==> config.mk <==
export PLATFORM = sky130hd
export DESIGN_NAME = conv2_frame_ctrl_flat
export DESIGN_NICKNAME = d
export VERILOG_FILES = /design/src/rtl/conv2_frame_ctrl_if.sv /design/src/rtl/conv2_frame_ctrl.sv /design/src/flat_wrapper.sv
export SDC_FILE = /design/constraint.sdc
export NUM_CORES = 1
export LEC_CHECK = 0
export CAP_MARGIN = 30
export CORE_ASPECT_RATIO = 0.75
export CORE_MARGIN = 2
export CORE_UTILIZATION = 50
export CTS_BUF_LIST = sky130_fd_sc_hd__clkbuf_8
export CTS_CLUSTER_DIAMETER = 60
export DETAILED_ROUTE_END_ITERATION = 8
export PLACE_DENSITY = 0.75
export SYNTH_ARGS = -nofsm -noshare
export SYNTH_HDL_FRONTEND = slang
export SYNTH_SLANG_ARGS = --single-unit
==> constraint.sdc <==
create_clock -name clk -period 4.2 [get_ports clk]
set_input_delay 0.84 -clock clk [delete_from_list [all_inputs] [get_ports clk]]
set_output_delay 0.84 -clock clk [all_outputs]
set_load 0.01 [all_outputs]
==> src/rtl/conv2_frame_ctrl_if.sv <==
// Bus bundle between the conv2 frame controller and its environment
// (feature buffer, conv datapath and the frame-level sequencer).
//
// Handshake semantics: there is no ready/backpressure on the read side.
// mem_rd_en is a one-cycle read strobe and the buffer returns data one
// cycle later, which is when dp_valid_in is high. pause is the only way
// to throttle reads. conv_valid is a one-cycle beat from the datapath.
// It is always consumed and cannot be refused.
interface conv2_frame_ctrl_if #(
    parameter int ADDR_BITS = 8
);
    logic                 start;
    logic                 pause;
    logic                 conv_valid;
    logic                 mem_rd_en;
    logic [ADDR_BITS-1:0] mem_addr;
    logic                 dp_valid_in;
    logic [2:0]           out_row;
    logic [2:0]           out_col;
    logic [6:0]           out_count;
    logic                 busy;
    logic                 done;
    logic                 err;

    // Controller side: it drives the strobes and status flags.
    modport master (
        input  start, pause, conv_valid,
        output mem_rd_en, mem_addr, dp_valid_in,
        output out_row, out_col, out_count, busy, done, err
    );

    // Environment side: it drives requests and datapath beats.
    modport slave (
        output start, pause, conv_valid,
        input  mem_rd_en, mem_addr, dp_valid_in,
        input  out_row, out_col, out_count, busy, done, err
    );
endinterface

==> src/rtl/conv2_frame_ctrl.sv <==
// Frame controller for a KxK convolution engine. It streams one raster frame
// out of the feature buffer, counts the datapath output beats, tags each beat
// with its output (row, col) and reports end of frame or a drain timeout.
module conv2_frame_ctrl #(
    parameter int WIDTH     = 12,
    parameter int HEIGHT    = 12,
    parameter int K         = 5,
    parameter int ADDR_BITS = 8,
    parameter int DRAIN_MAX = 256
) (
    input  logic                      clk,
    input  logic                      rst,
    conv2_frame_ctrl_if.master        bus,
    output logic [1:0]                dbg_state
);
    localparam int OUT_W     = WIDTH - K + 1;
    localparam int OUT_H     = HEIGHT - K + 1;
    localparam int N_OUT     = OUT_W * OUT_H;
    localparam int N_PIX     = WIDTH * HEIGHT;
    localparam int DCNT_BITS = $clog2(DRAIN_MAX + 1);

    localparam logic [ADDR_BITS-1:0] LAST_ADDR = ADDR_BITS'(N_PIX - 1);
    localparam logic [6:0]           FULL      = 7'(N_OUT);
    localparam logic [DCNT_BITS-1:0] DCNT_LAST = DCNT_BITS'(DRAIN_MAX - 1);

    typedef enum logic [1:0] {
        S_IDLE  = 2'd0,
        S_FEED  = 2'd1,
        S_DRAIN = 2'd2,
        S_DONE  = 2'd3
    } state_t;

    state_t                 state_q, state_d;
    logic [ADDR_BITS-1:0]   addr_q, addr_d;
    logic [6:0]             count_q, count_d;
    logic [DCNT_BITS-1:0]   dcnt_q, dcnt_d;
    logic                   err_q, err_d;
    logic                   dpv_q, dpv_d;

    logic                   rd_en;
    logic                   last_read;
    logic                   counting;
    logic                   accept;
    logic                   overflow;
    logic                   reach_full;

    // Per-cycle decode: read strobe, final read and beat acceptance.
    always_comb begin
        rd_en      = (state_q == S_FEED) && !bus.pause;
        last_read  = rd_en && (addr_q == LAST_ADDR);
        counting   = (state_q == S_FEED) || (state_q == S_DRAIN);
        accept     = counting && bus.conv_valid && (count_q != FULL);
        overflow   = counting && bus.conv_valid && (count_q == FULL);
        // Full either already or with the beat that arrives this cycle.
        reach_full = (count_q == FULL) ||
                     (accept && (count_q == (FULL - 7'd1)));
    end

    // Next-state and next-value logic for every register in the block.
    always_comb begin
        state_d = state_q;
        addr_d  = addr_q;
        count_d = count_q;
        dcnt_d  = dcnt_q;
        err_d   = err_q;
        dpv_d   = rd_en;

        // Beat counting is state-independent apart from the counting window.
        // A beat after the count is full saturates and is flagged.
        if (accept) begin
            count_d = count_q + 7'd1;
        end
        if (overflow) begin
            err_d = 1'b1;
        end

        case (state_q)
            S_IDLE: begin
                if (bus.start) begin
                    state_d = S_FEED;
                    addr_d  = '0;
                    count_d = '0;
                    err_d   = 1'b0;
                end
            end
            S_FEED: begin
                // The address holds on the last pixel instead of running off
                // the end of the frame.
                if (rd_en && !last_read) begin
                    addr_d = addr_q + ADDR_BITS'(1);
                end
                if (last_read) begin
                    state_d = S_DRAIN;
                    dcnt_d  = '0;
                end
            end
            S_DRAIN: begin
                dcnt_d = dcnt_q + DCNT_BITS'(1);
                if (reach_full) begin
                    state_d = S_DONE;
                end else if (dcnt_q == DCNT_LAST) begin
                    err_d   = 1'b1;
                    state_d = S_DONE;
                end
            end
            S_DONE: begin
                state_d = S_IDLE;
            end
            default: begin
                state_d = S_IDLE;
            end
        endcase
    end

    // State and datapath registers; reset discards any frame in progress.
    always_ff @(posedge clk or posedge rst) begin
        if (rst) begin
            state_q <= S_IDLE;
            addr_q  <= '0;
            count_q <= '0;
            dcnt_q  <= '0;
            err_q   <= 1'b0;
            dpv_q   <= 1'b0;
        end else begin
            state_q <= state_d;
            addr_q  <= addr_d;
            count_q <= count_d;
            dcnt_q  <= dcnt_d;
            err_q   <= err_d;
            dpv_q   <= dpv_d;
        end
    end

    // Row/col tags come from the count before the current beat is added.
    assign bus.out_row     = 3'(32'(count_q) / OUT_W);
    assign bus.out_col     = 3'(32'(count_q) % OUT_W);
    assign bus.out_count   = count_q;
    assign bus.mem_rd_en   = rd_en;
    assign bus.mem_addr    = addr_q;
    assign bus.dp_valid_in = dpv_q;
    assign bus.busy        = (state_q == S_FEED) || (state_q == S_DRAIN);
    assign bus.done        = (state_q == S_DONE);
    assign bus.err         = err_q;
    assign dbg_state       = state_q;

endmodule

==> src/flat_wrapper.sv <==
// flat-port wrapper written by rule: the top's interface ports become plain ports
module conv2_frame_ctrl_flat 
#(
    parameter int WIDTH     = 12,
    parameter int HEIGHT    = 12,
    parameter int K         = 5,
    parameter int ADDR_BITS = 8,
    parameter int DRAIN_MAX = 256
)
  (clk, rst, dbg_state, bus_start, bus_pause, bus_conv_valid, bus_mem_rd_en, bus_mem_addr, bus_dp_valid_in, bus_out_row, bus_out_col, bus_out_count, bus_busy, bus_done, bus_err);
  conv2_frame_ctrl_if #(.ADDR_BITS(ADDR_BITS)) bus_i ();
  input  logic clk;
  input  logic rst;
  output logic [1:0] dbg_state;
  input wire logic [$bits(bus_i.start)-1:0] bus_start;
  input wire logic [$bits(bus_i.pause)-1:0] bus_pause;
  input wire logic [$bits(bus_i.conv_valid)-1:0] bus_conv_valid;
  output wire logic [$bits(bus_i.mem_rd_en)-1:0] bus_mem_rd_en;
  output wire logic [$bits(bus_i.mem_addr)-1:0] bus_mem_addr;
  output wire logic [$bits(bus_i.dp_valid_in)-1:0] bus_dp_valid_in;
  output wire logic [$bits(bus_i.out_row)-1:0] bus_out_row;
  output wire logic [$bits(bus_i.out_col)-1:0] bus_out_col;
  output wire logic [$bits(bus_i.out_count)-1:0] bus_out_count;
  output wire logic [$bits(bus_i.busy)-1:0] bus_busy;
  output wire logic [$bits(bus_i.done)-1:0] bus_done;
  output wire logic [$bits(bus_i.err)-1:0] bus_err;
  assign bus_i.start = bus_start;
  assign bus_i.pause = bus_pause;
  assign bus_i.conv_valid = bus_conv_valid;
  assign bus_mem_rd_en = bus_i.mem_rd_en;
  assign bus_mem_addr = bus_i.mem_addr;
  assign bus_dp_valid_in = bus_i.dp_valid_in;
  assign bus_out_row = bus_i.out_row;
  assign bus_out_col = bus_i.out_col;
  assign bus_out_count = bus_i.out_count;
  assign bus_busy = bus_i.busy;
  assign bus_done = bus_i.done;
  assign bus_err = bus_i.err;
  conv2_frame_ctrl #(.WIDTH(WIDTH), .HEIGHT(HEIGHT), .K(K), .ADDR_BITS(ADDR_BITS), .DRAIN_MAX(DRAIN_MAX)) u_core (.clk(clk), .rst(rst), .bus(bus_i), .dbg_state(dbg_state));
endmodule
==> metrics.txt, run 1 <==
# TYPE chip_impl_metric gauge
chip_impl_metric{name="clock_sink_count",unit=""} 28
chip_impl_metric{name="total_wirelength",unit="mm"} 3.315
chip_impl_info{name="cpMostUsedCell",value="sky130_fd_sc_hd__clkdlybuf4s50_1"} 1
chip_impl_metric{name="drt_first_iter_violations",unit=""} 102
chip_impl_metric{name="holdBufCountCts",unit=""} 0
chip_impl_metric{name="clock-skew-final",unit="ps"} 12.54
chip_impl_metric{name="grt_pass1_vias",unit=""} 1251
chip_impl_metric{name="layout.filler_cells",unit=""} 245
chip_impl_metric{name="postCtsSetupRepairBufs",unit=""} 0
chip_impl_info{name="timing.critical_path.max_delay_family",value="buffers and inverters"} 1
chip_impl_metric{name="setup-violations-final",unit=""} 0
chip_impl_metric{name="crit_arrival",unit="ps"} 2040
chip_impl_metric{name="postSynthRegisterBits",unit=""} 28
chip_impl_metric{name="numCtsBuffers",unit=""} 3
chip_impl_metric{name="critical_path_cell_count",unit=""} 3
chip_impl_metric{name="clock_latency",unit="ps"} 280
chip_impl_metric{name="htree_num_levels",unit=""} 1
chip_impl_metric{name="synth.yosys.warnings",unit=""} 0
chip_impl_metric{name="die_h",unit="um"} 53.00
chip_impl_info{name="clk_root_buffer_cell",value="sky130_fd_sc_hd__clkbuf_8"} 1
chip_impl_info{name="slowest_stage",value="sky130_fd_sc_hd__clkdlybuf4s50_1"} 1
chip_impl_metric{name="nets",unit=""} 211
chip_impl_info{name="synth_area_leader_cell",value="sky130_fd_sc_hd__dfrtp_1"} 1
chip_impl_metric{name="antenna_cells_inserted",unit=""} 0
chip_impl_metric{name="final_layout_size_suffix_gt1_share",unit="%"} 8.163
chip_impl_info{name="cts_tree",value="done"} 1
chip_impl_info{name="synth_area_leaders",value="sky130_fd_sc_hd__dfrtp_1, sky130_fd_sc_hd__ha_1, sky130_fd_sc_hd__o21ai_0, sky130_fd_sc_hd__nand2_1, sky130_fd_sc_hd__o31ai_1"} 1
chip_impl_metric{name="cts.clk_slew.worst_paths",unit="ps"} 90
chip_impl_info{name="ys.flop_type",value="sky130_fd_sc_hd__dfrtp_1"} 1
chip_impl_metric{name="gr-usage-all-layers",unit="%"} 19.97
chip_impl_metric{name="synth_async_sr_flop_share",unit="%"} 100.0
chip_impl_metric{name="post_cts.resized_instances",unit=""} 0
chip_impl_metric{name="max-clock-path-buffers",unit=""} 2
chip_impl_metric{name="total_leakage_power",unit="nW"} 0.8486
chip_impl_info{name="worstPathCellList",value="clkdlybuf4s50_1 > and2b_2 > clkdlybuf4s50_1"} 1
chip_impl_metric{name="io_buffer_count",unit=""} 32
chip_impl_metric{name="flow.area_growth_from_synthesis",unit="%"} 25.10
chip_impl_metric{name="drv_slew",unit=""} 0
chip_impl_metric{name="slew_headroom",unit="%"} 38.91
chip_impl_metric{name="postPlaceCellArea",unit="mm^2"} 0.001931
chip_impl_metric{name="synth.mux.area_fraction",unit="%"} 1.329
chip_impl_info{name="synth_most_common_cell",value="sky130_fd_sc_hd__dfrtp_1"} 1
chip_impl_metric{name="post_synth.cell_area_avg",unit="um^2"} 9.469
chip_impl_metric{name="timing.critical_path.required",unit="ps"} 3360
chip_impl_metric{name="syn-cell-area",unit="mm^2"} 0.001600
chip_impl_metric{name="critical_path_peak_fanout",unit=""} 4
chip_impl_metric{name="routed-via-count",unit=""} 1349
chip_impl_info{name="worst_setup_path_start_kind",value="input pin"} 1
chip_impl_info{name="endpoint_kind",value="output pin"} 1
chip_impl_metric{name="achievable-frequency",unit="MHz"} 347.6
chip_impl_metric{name="synth_adder_area_share",unit="%"} 7.037
chip_impl_metric{name="netlist-cell-type-count",unit=""} 45
chip_impl_metric{name="grt_first_pass_wirelength",unit="mm"} 5.671
chip_impl_metric{name="stdcell_area",unit="mm^2"} 0.002002
chip_impl_metric{name="wl_per_instance",unit="um"} 14.17
chip_impl_metric{name="hpwl",unit="mm"} 2.491
chip_impl_info{name="run_status",value="completed"} 1
chip_impl_metric{name="synth_fp_nets",unit=""} 183
chip_impl_metric{name="final.min_clock_period",unit="ps"} 2877
chip_impl_metric{name="largest_net_degree_at_the_start_of_global_routing",unit=""} 17
chip_impl_metric{name="boundaryPins",unit=""} 33
chip_impl_metric{name="ant_nets",unit=""} 0
chip_impl_metric{name="globalplace.congestion",unit=""} 0.8471
chip_impl_metric{name="fp.dieW",unit="um"} 69.33
chip_impl_metric{name="critPathMaxStageDelay",unit="ps"} 540
chip_impl_metric{name="yosys.area_share.simple",unit="%"} 21.42
chip_impl_metric{name="ir_worst_vdd",unit="uV"} 324.3
chip_impl_info{name="timing.hold.worst.class",value="reg2reg"} 1
chip_impl_metric{name="viasPerCell",unit=""} 5.765
chip_impl_metric{name="powerDensity",unit="mW/mm^2"} 550.9
chip_impl_metric{name="max_cap_violations",unit=""} 0
chip_impl_metric{name="gr-total-overflow",unit=""} 0
chip_impl_metric{name="xor_xnor_fraction_of_synth_area",unit="%"} 2.189
chip_impl_metric{name="fp.coreArea",unit="mm^2"} 0.002999
chip_impl_info{name="combinational_family_with_the_most_area_after_synthesis",value="simple AND/OR/NAND/NOR gates"} 1
chip_impl_metric{name="r2r_cells",unit=""} 7
chip_impl_metric{name="hold_viol",unit=""} 0
chip_impl_metric{name="yosysTopAreaCellShare",unit="%"} 43.78
chip_impl_metric{name="row_count",unit=""} 17
chip_impl_info{name="post_synth_most_frequent_cells",value="sky130_fd_sc_hd__dfrtp_1, sky130_fd_sc_hd__nand2_1, sky130_fd_sc_hd__o21ai_0"} 1
chip_impl_metric{name="design.die.area",unit="mm^2"} 0.003674
chip_impl_info{name="grt_setup_unrepaired",value="no"} 1
chip_impl_metric{name="ys_seq_area_share",unit="%"} 43.78
chip_impl_metric{name="postSynthCellCount",unit=""} 169
chip_impl_metric{name="count_of_flip_flops_with_a_built_in_enable_after_synthesis",unit=""} 0
chip_impl_metric{name="synth_compound_area_share",unit="%"} 18.06
chip_impl_metric{name="antenna_violations_before_repair",unit=""} 0
chip_impl_metric{name="timing.hold.worst_path_depth",unit=""} 1
chip_impl_metric{name="worst_pin_slew",unit="ps"} 916.3
chip_impl_metric{name="critical_path.n_buffers_inverters",unit=""} 2
chip_impl_info{name="crit_type",value="in2out"} 1
chip_impl_metric{name="remaining_drc_errors",unit=""} 0
chip_impl_metric{name="initial_cell_density_of_the_core",unit="%"} 53.36
chip_impl_metric{name="tns",unit="ps"} 0
chip_impl_metric{name="min_period_over_period",unit="%"} 68.50
chip_impl_metric{name="drt_pass1_iterations",unit=""} 4
==> per-stage QoR <==
stage	hold WS [ps]	util [%]	total power, mW	std cells	setup WS (ps)
final	497.6	66.75	1.103	234	1323
after global routing	519.5	66.75	1.184	234	1275
after CTS	495.5	66.75	1.109	234	1320
after detailed placement	477.1	64.37	0.8936	230	1322
after global placement	473.8	63.45	0.8707	229	1333
after floorplan	447.4	-	0.7133	169	2142
==> where the power goes <==
| group | internal [mW] | switching, mW | leakage (nW) |
|---|---|---|---|
| registers | 0.320 | 0.0649 | 0.379 |
| clock network | 0.128 | 0.0849 | 0.0357 |
| logic | 0.243 | 0.262 | 0.434 |
==> placed cells by master, fill, tap and decap left out, types with 2 or more instances in the layout <==
master | netlist | layout
sky130_fd_sc_hd__nor3_1 | 2 | 2
sky130_fd_sc_hd__inv_1 | 9 | 9
sky130_fd_sc_hd__nand3_1 | 7 | 7
sky130_fd_sc_hd__nand2_1 | 17 | 17
sky130_fd_sc_hd__and2_1 | 6 | 6
sky130_fd_sc_hd__clkdlybuf4s50_1 | 0 | 32
sky130_fd_sc_hd__o21a_1 | 2 | 2
sky130_fd_sc_hd__dfrtp_1 | 28 | 28
sky130_fd_sc_hd__nand4_1 | 4 | 4
sky130_fd_sc_hd__a21oi_1 | 6 | 6
sky130_fd_sc_hd__o21ai_0 | 14 | 14
sky130_fd_sc_hd__or2_2 | 2 | 2
sky130_fd_sc_hd__nor2_1 | 12 | 12
sky130_fd_sc_hd__or4_1 | 2 | 2
sky130_fd_sc_hd__a21o_1 | 2 | 2
sky130_fd_sc_hd__ha_1 | 9 | 9
sky130_fd_sc_hd__or3_1 | 2 | 2
sky130_fd_sc_hd__xor2_1 | 3 | 3
sky130_fd_sc_hd__o31ai_1 | 8 | 8
sky130_fd_sc_hd__clkbuf_8 | 0 | 3
==> metal layers <==
layer	GRT usage, %	vias up	wire length (um)
met5	0	-	0
met4	6.536	0	31
met3	5.524	4	197
met2	33.65	45	1520
met1	25.27	645	1566
li1	-	655	-
==> worst paths after layout <==
check	startpoint	to	slack (ps)
max reg2reg	u_core.dbg_state[1]	u_core.dcnt_q[6]	1870
min in group asynchronous	rst	u_core.bus.dp_valid_in	910
max	bus_pause	bus_mem_rd_en	1320
max in group asynchronous	rst	u_core.dcnt_q[3]	2790
min reg2reg	u_core.dcnt_q[7]	u_core.dcnt_q[7]	500
min	u_core.dcnt_q[7]	u_core.dcnt_q[7]	500
==> area by class of cell <==
type                            instances  area, um^2  area share, %
Clock inverter                          1       30.03          1.500
Sequential cell                        28       700.7          35.00
Tap cell                               38       47.55          2.375
Clock buffer                            3       41.29          2.063
Multi-Input combinational cell        122       800.8          40.00
Inverter                                9       33.78          1.688
Timing Repair Buffer                   33       347.8          17.38
==> registers in the layout (all words and copies together) (netlist names) <==
register,count
u_core.bus.mem_addr,8
u_core.dcnt_q,9
u_core.bus.dp_valid_in,1
u_core.dbg_state,2
u_core.bus.err,1
u_core.bus.out_count,7
==> cells by family after synthesis <==
group,after synthesis
fa+ha+maj,9
buf+inv,19
compound gates,43
simple gates,64
xor+xnor,4
mux,2
flops,28
Note: power is estimated with default switching activity, not from simulation.
==> inputs of run 2 (changes only) <==
--- a/config.mk
+++ b/config.mk
@@ -8,11 +8,11 @@
 export CAP_MARGIN = 30
 export CORE_ASPECT_RATIO = 0.75
 export CORE_MARGIN = 2
-export CORE_UTILIZATION = 50
+export CORE_UTILIZATION = 48
 export CTS_BUF_LIST = sky130_fd_sc_hd__clkbuf_8
 export CTS_CLUSTER_DIAMETER = 60
 export DETAILED_ROUTE_END_ITERATION = 8
-export PLACE_DENSITY = 0.75
+export PLACE_DENSITY = 0.76
 export SYNTH_ARGS = -nofsm -noshare
 export SYNTH_HDL_FRONTEND = slang
 export SYNTH_SLANG_ARGS = --single-unit
==> constraint.sdc (replaced) <==
create_clock -name clk -period 2.6 [get_ports clk]
set_input_delay 0.52 -clock clk [delete_from_list [all_inputs] [get_ports clk]]
set_output_delay 0.52 -clock clk [all_outputs]
set_load 0.01 [all_outputs]
==> run 2 against run 1 <==
  * Routed wire length up 2.2%
  * Via count increased by 0.52%
  * Critical path type is now reg2out
  * Sequential share of layout area increased by 0.47 points
  * Critical path depth up 1
  * Count of clock-buffer cells in the layout is 1 higher
==> metrics.txt, run 2 (same netlist as run 1, synthesis figures left out) <==
# TYPE chip_impl_metric gauge
chip_impl_metric{name="crit_arrival",unit="ps"} 1810
chip_impl_metric{name="achievable-frequency",unit="MHz"} 429.9
chip_impl_metric{name="critical_path_cell_count",unit=""} 4
chip_impl_metric{name="drt_pass1_iterations",unit=""} 4
chip_impl_metric{name="globalplace.congestion",unit=""} 0.7754
chip_impl_metric{name="grt_first_pass_wirelength",unit="mm"} 5.644
chip_impl_info{name="worst_setup_path_start_kind",value="register"} 1
chip_impl_metric{name="cts.clk_slew.worst_paths",unit="ps"} 90
chip_impl_metric{name="clock-skew-final",unit="ps"} 8.118
chip_impl_metric{name="clock_sink_count",unit=""} 28
chip_impl_metric{name="antenna_cells_inserted",unit=""} 0
chip_impl_metric{name="critPathMaxStageDelay",unit="ps"} 540
chip_impl_metric{name="postCtsSetupRepairBufs",unit=""} 0
chip_impl_info{name="clk_root_buffer_cell",value="sky130_fd_sc_hd__clkbuf_8"} 1
chip_impl_metric{name="stdcell_count",unit=""} 237
chip_impl_metric{name="total_leakage_power",unit="nW"} 0.8382
chip_impl_metric{name="holdBufCountCts",unit=""} 0
chip_impl_metric{name="grt_pass1_vias",unit=""} 1188
chip_impl_metric{name="flow.area_growth_from_synthesis",unit="%"} 23.46
chip_impl_metric{name="r2r_cells",unit=""} 7
chip_impl_metric{name="gr-usage-all-layers",unit="%"} 19.12
chip_impl_metric{name="clock_latency",unit="ps"} 280
chip_impl_metric{name="timing.critical_path.required",unit="ps"} 2080
chip_impl_metric{name="boundaryPins",unit=""} 33
chip_impl_info{name="timing.hold.worst.class",value="reg2reg"} 1
chip_impl_metric{name="final.min_clock_period",unit="ps"} 2326
chip_impl_metric{name="die_h",unit="um"} 54.01
chip_impl_metric{name="ant_nets",unit=""} 0
chip_impl_metric{name="gr-total-overflow",unit=""} 0
chip_impl_info{name="cts_tree",value="done"} 1
chip_impl_metric{name="flip_flop_count_of_the_largest_register_all_copies_and_words_added",unit=""} 9
chip_impl_metric{name="largest_net_degree_at_the_start_of_global_routing",unit=""} 29
chip_impl_metric{name="multiInputGateArea",unit="um^2"} 800.8
chip_impl_metric{name="post_cts.resized_instances",unit=""} 0
chip_impl_metric{name="layout.filler_cells",unit=""} 279
chip_impl_info{name="run_status",value="completed"} 1
chip_impl_metric{name="hpwl",unit="mm"} 2.601
chip_impl_metric{name="slew_headroom",unit="%"} 67.98
chip_impl_metric{name="remaining_drc_errors",unit=""} 0
chip_impl_metric{name="viasPerCell",unit=""} 5.722
chip_impl_metric{name="antenna_violations_before_repair",unit=""} 0
chip_impl_info{name="crit_type",value="reg2out"} 1
chip_impl_metric{name="routed-via-count",unit=""} 1356
chip_impl_info{name="final_cell_mix",value="sky130_fd_sc_hd__clkdlybuf4s50_1, sky130_fd_sc_hd__dfrtp_1, sky130_fd_sc_hd__nand2_1"} 1
chip_impl_metric{name="design.die.area",unit="mm^2"} 0.003817
chip_impl_info{name="layout.cells.most_common",value="sky130_fd_sc_hd__clkdlybuf4s50_1"} 1
chip_impl_metric{name="critical_path_peak_fanout",unit=""} 6
chip_impl_metric{name="max-clock-path-buffers",unit=""} 2
chip_impl_metric{name="sequential_cell_area",unit="um^2"} 700.7
chip_impl_metric{name="io_buffer_count",unit=""} 32
chip_impl_metric{name="worst_pin_slew",unit="ps"} 480.2
chip_impl_metric{name="nets",unit=""} 212
chip_impl_info{name="timing.critical_path.max_delay_family",value="buffers and inverters"} 1
chip_impl_metric{name="critical_path.n_buffers_inverters",unit=""} 2
chip_impl_metric{name="timing.hold.worst_path_depth",unit=""} 2
chip_impl_metric{name="fp.coreArea",unit="mm^2"} 0.003243
chip_impl_metric{name="numCtsBuffers",unit=""} 3
chip_impl_metric{name="tns",unit="ps"} 0
chip_impl_metric{name="dpl.cell_count",unit=""} 233
chip_impl_metric{name="final_layout_size_suffix_gt1_share",unit="%"} 8.629
chip_impl_metric{name="ir_worst_vdd",unit="uV"} 489.3
chip_impl_info{name="worstPathCellList",value="inv_1 > ha_1 > and2b_2 > clkdlybuf4s50_1"} 1
chip_impl_metric{name="drv_slew",unit=""} 0
chip_impl_info{name="endpoint_kind",value="output pin"} 1
chip_impl_metric{name="htree_num_levels",unit=""} 1
chip_impl_metric{name="total_wirelength",unit="mm"} 3.389
chip_impl_metric{name="row_count",unit=""} 18
chip_impl_metric{name="min_period_over_period",unit="%"} 89.46
chip_impl_metric{name="hold_viol",unit=""} 0
chip_impl_metric{name="drt_first_iter_violations",unit=""} 92
chip_impl_metric{name="fp.dieW",unit="um"} 70.67
chip_impl_metric{name="max_cap_violations",unit=""} 0
chip_impl_info{name="slowest_stage",value="sky130_fd_sc_hd__clkdlybuf4s50_1"} 1
chip_impl_info{name="grt_setup_unrepaired",value="no"} 1
chip_impl_metric{name="initial_cell_density_of_the_core",unit="%"} 49.34
chip_impl_metric{name="setup-violations-final",unit=""} 0
chip_impl_metric{name="wl_per_instance",unit="um"} 14.30
chip_impl_info{name="max_flop_register",value="u_core.dcnt_q"} 1
chip_impl_metric{name="powerDensity",unit="mW/mm^2"} 868.9
## run 2: area by class of cell
class / count / area share (%)
Timing Repair Buffer: 34 / 16.97
Tap cell: 40 / 2.533
Clock buffer: 4 / 2.787
Sequential cell: 28 / 35.47
Inverter: 9 / 1.710
Multi-Input combinational cell: 122 / 40.53
## run 2: final timing paths
kind | endpoint | slack, ps | from
setup / recovery | bus_mem_rd_en | 270 | u_core.dbg_state[1]
min in group asynchronous | u_core.bus.out_count[3] | 610 | rst
hold / removal | u_core.dcnt_q[8] | 500 | u_core.dcnt_q[8]
setup reg to reg | u_core.dbg_state[1] | 420 | u_core.dbg_state[0]
max in group asynchronous | u_core.dbg_state[0] | 1720 | rst
hold reg to reg | u_core.dcnt_q[8] | 500 | u_core.dcnt_q[8]
## run 2: metal layers
metal	track usage (%)	vias to the layer above	wire length, um
met1	25.47	659	1596
met3	4.494	4	150
met2	32.23	37	1610
met4	4.717	0	31
li1	-	656	-
met5	0	-	0
## run 2: power by group
| group | leakage [nW] | switching [mW] | internal, mW |
|---|---|---|---|
| registers | 0.379 | 0.106 | 0.516 |
| logic | 0.430 | 0.424 | 0.401 |
| clock network | 0.0288 | 0.134 | 0.136 |
## run 2: per-stage QoR
stage          instance area, um^2  hold WS (ps)  worst slack (ps)  util (%)  power, mW
2_1_floorplan                 1600         447.4             541.8         -      1.152
3_3_place_gp                  1921         464.1             335.5     59.22      1.420
3_5_place_dp                  1921         478.0             235.7     59.22      1.462
4_1_cts                       1976         499.1             268.8     60.92      1.731
5_1_grt                       1976         520.5             188.8     60.92      1.850
6_report                      1976         497.0             274.1     60.92      1.717
## run 2: worst reg2reg max path: cells and delay by family, from the launching register on
family / cells / cell delay, ps
simple gates: 3 / 580
flops: 1 / 450
fa+ha+maj: 1 / 360
mux: 1 / 360
compound gates: 1 / 230
buf+inv: 1 / 90
==> inputs of run 3 (changes only) <==
--- a/config.mk
+++ b/config.mk
@@ -8,11 +8,11 @@
 export CAP_MARGIN = 30
 export CORE_ASPECT_RATIO = 0.75
 export CORE_MARGIN = 2
-export CORE_UTILIZATION = 48
+export CORE_UTILIZATION = 50
 export CTS_BUF_LIST = sky130_fd_sc_hd__clkbuf_8
 export CTS_CLUSTER_DIAMETER = 60
 export DETAILED_ROUTE_END_ITERATION = 8
-export PLACE_DENSITY = 0.76
+export PLACE_DENSITY = 0.75
 export SYNTH_ARGS = -nofsm -noshare
 export SYNTH_HDL_FRONTEND = slang
 export SYNTH_SLANG_ARGS = --single-unit
==> constraint.sdc (replaced) <==
create_clock -name clk -period 2.95 [get_ports clk]
set_input_delay 0.59 -clock clk [delete_from_list [all_inputs] [get_ports clk]]
set_output_delay 0.59 -clock clk [all_outputs]
set_load 0.01 [all_outputs]
==> run 3 against run 2 <==
  * Sequential share of layout area grew 0.29 points
  * Register-to-register slack gained 260 ps
  * Count of clock-buffer cells in the layout shrank 1
  * Global-route usage grew 1.1 points
  * Critical path type unchanged
  * Critical endpoint unchanged
  * Largest cell class unchanged
==> metrics.txt, run 3 (same netlist as run 1, synthesis figures left out) <==
# TYPE chip_impl_metric gauge
chip_impl_metric{name="antenna_cells_inserted",unit=""} 0
chip_impl_metric{name="critPathMaxStageDelay",unit="ps"} 540
chip_impl_info{name="holdCritStartpoint",value="u_core.dcnt_q[7]"} 1
chip_impl_info{name="critical_path.startpoint",value="u_core.dbg_state[1]"} 1
chip_impl_metric{name="gr-usage-all-layers",unit="%"} 20.24
chip_impl_info{name="timing.critical_path.max_delay_family",value="buffers and inverters"} 1
chip_impl_metric{name="max_cap_violations",unit=""} 0
chip_impl_metric{name="row_count",unit=""} 17
chip_impl_metric{name="hold_viol",unit=""} 0
chip_impl_info{name="run_status",value="completed"} 1
chip_impl_metric{name="tns",unit="ps"} 0
chip_impl_info{name="worst_setup_path_start_kind",value="register"} 1
chip_impl_metric{name="gr-total-overflow",unit=""} 0
chip_impl_metric{name="setup_ws",unit="ps"} 523.7
chip_impl_info{name="cts_tree",value="done"} 1
chip_impl_metric{name="antenna_violations_before_repair",unit=""} 0
chip_impl_metric{name="timing.hold.ws",unit="ps"} 483.4
chip_impl_info{name="endpoint_kind",value="output pin"} 1
chip_impl_info{name="slowest_stage",value="sky130_fd_sc_hd__clkdlybuf4s50_1"} 1
chip_impl_metric{name="total_leakage_power",unit="nW"} 0.8310
chip_impl_metric{name="clock_sink_count",unit=""} 28
chip_impl_metric{name="slew_headroom",unit="%"} 69.87
chip_impl_metric{name="dp_worst_setup_slack",unit="ps"} 576.5
chip_impl_metric{name="io_buffer_count",unit=""} 32
chip_impl_metric{name="clock-skew-final",unit="ps"} 11.19
chip_impl_metric{name="final_layout_size_suffix_gt1_share",unit="%"} 8.163
chip_impl_metric{name="nets",unit=""} 212
chip_impl_metric{name="holdBufCountCts",unit=""} 0
chip_impl_metric{name="largest_net_degree_at_the_start_of_global_routing",unit=""} 29
chip_impl_metric{name="achievable-frequency",unit="MHz"} 412.1
chip_impl_metric{name="viasPerCell",unit=""} 5.692
chip_impl_metric{name="powerDensity",unit="mW/mm^2"} 757.2
chip_impl_metric{name="cts.clk_slew.worst_paths",unit="ps"} 90
chip_impl_metric{name="routed-via-count",unit=""} 1332
chip_impl_metric{name="design.die.area",unit="mm^2"} 0.003674
chip_impl_metric{name="flow.area_growth_from_synthesis",unit="%"} 22.44
chip_impl_info{name="worstPathCellList",value="inv_1 > ha_1 > and2b_2 > clkdlybuf4s50_1"} 1
chip_impl_metric{name="post_cts.resized_instances",unit=""} 0
chip_impl_metric{name="worst_pin_slew",unit="ps"} 451.9
chip_impl_metric{name="ant_nets",unit=""} 0
chip_impl_metric{name="timing.critical_path.required",unit="ps"} 2360
chip_impl_metric{name="grt_pass1_vias",unit=""} 1228
chip_impl_info{name="layout.cells.most_common",value="sky130_fd_sc_hd__clkdlybuf4s50_1"} 1
chip_impl_info{name="final_cell_mix",value="sky130_fd_sc_hd__clkdlybuf4s50_1, sky130_fd_sc_hd__dfrtp_1, sky130_fd_sc_hd__nand2_1"} 1
chip_impl_metric{name="setup-violations-final",unit=""} 0
chip_impl_info{name="crit-reg2reg-launch",value="u_core.dbg_state[1]"} 1
chip_impl_metric{name="boundaryPins",unit=""} 33
chip_impl_metric{name="numCtsBuffers",unit=""} 3
chip_impl_metric{name="critical_path_peak_fanout",unit=""} 6
chip_impl_metric{name="die_h",unit="um"} 53.00
chip_impl_metric{name="initial_cell_density_of_the_core",unit="%"} 53.36
chip_impl_metric{name="critical_path.n_buffers_inverters",unit=""} 2
chip_impl_metric{name="wl_per_instance",unit="um"} 14.73
chip_impl_metric{name="fp.dieW",unit="um"} 69.33
chip_impl_metric{name="max-clock-path-buffers",unit=""} 2
chip_impl_metric{name="globalplace.congestion",unit=""} 0.8413
chip_impl_metric{name="final.min_clock_period",unit="ps"} 2426
chip_impl_metric{name="stdcell_count",unit=""} 234
chip_impl_metric{name="clock_latency",unit="ps"} 270
chip_impl_metric{name="drt_first_iter_violations",unit=""} 69
chip_impl_info{name="crit_type",value="reg2out"} 1
chip_impl_metric{name="total_wirelength",unit="mm"} 3.446
chip_impl_metric{name="dpl.cell_count",unit=""} 231
chip_impl_metric{name="grt_first_pass_wirelength",unit="mm"} 5.754
chip_impl_metric{name="remaining_drc_errors",unit=""} 0
chip_impl_info{name="timing.hold.worst.class",value="reg2reg"} 1
chip_impl_metric{name="postCtsSetupRepairBufs",unit=""} 0
chip_impl_info{name="max_flop_register",value="u_core.dcnt_q"} 1
chip_impl_metric{name="drt_pass1_iterations",unit=""} 4
chip_impl_metric{name="drv_slew",unit=""} 0
chip_impl_info{name="clk_root_buffer_cell",value="sky130_fd_sc_hd__clkbuf_8"} 1
chip_impl_metric{name="flip_flop_count_of_the_largest_register_all_copies_and_words_added",unit=""} 9
chip_impl_info{name="grt_setup_unrepaired",value="no"} 1
chip_impl_metric{name="layout.filler_cells",unit=""} 242
chip_impl_metric{name="crit_arrival",unit="ps"} 1840
chip_impl_metric{name="ir_worst_vdd",unit="uV"} 467.7
chip_impl_metric{name="min_period_over_period",unit="%"} 82.25
chip_impl_metric{name="hpwl",unit="mm"} 2.521
chip_impl_metric{name="fp.coreArea",unit="mm^2"} 0.002999
chip_impl_metric{name="htree_num_levels",unit=""} 1
==> run 3: cell count changes in the layout (fill, tap and decap cells not counted) <==
cell / change
sky130_fd_sc_hd__clkbuf_8: -1
==> run 3: path summary, 6_finish.rpt <==
| path | to | slack [ps] | depth (start not counted) |
|---|---|---|---|
| min reg2reg | u_core.dcnt_q[7] | 480 | 1 |
| max in group asynchronous | u_core.dcnt_q[8] | 2000 | 3 |
| max reg2reg | u_core.dbg_state[1] | 680 | 7 |
| min in group asynchronous | u_core.dbg_state[1] | 690 | 3 |
| min | u_core.dcnt_q[7] | 480 | 1 |
| max | bus_mem_rd_en | 520 | 4 |
==> run 3: cell type report <==
cell class / instances / area (um^2) / share of cell area, %
Timing Repair Buffer: 34 / 335.3 / 17.11
Tap cell: 38 / 47.55 / 2.427
Sequential cell: 28 / 700.7 / 35.76
Inverter: 9 / 33.78 / 1.724
Multi-Input combinational cell: 122 / 800.8 / 40.87
Clock buffer: 3 / 41.29 / 2.107
==> run 3: through the flow <==
stage	instance area, um^2	total power [mW]	utilization [%]
after global placement	1918	1.255	63.95
after CTS	1959	1.494	65.33
final	1959	1.484	65.33
after global routing	1959	1.599	65.33
after floorplan	1600	1.016	-
after detailed placement	1918	1.282	63.95
==> run 3: report_power, final <==
part	switching (mW)	leakage [nW]	internal, mW
clock	0.110	0.0216	0.0916
combinational	0.381	0.430	0.354
sequential	0.0915	0.379	0.455
==> run 3: layer usage <==
layer  track usage (%)  up-vias  part of all wire (%)
met3             5.143        0                   6.4
met5                 0        -                     0
met4             2.941        0                     0
met1             27.50      641                    48
met2             33.81       38                    46
li1                  -      653                     -
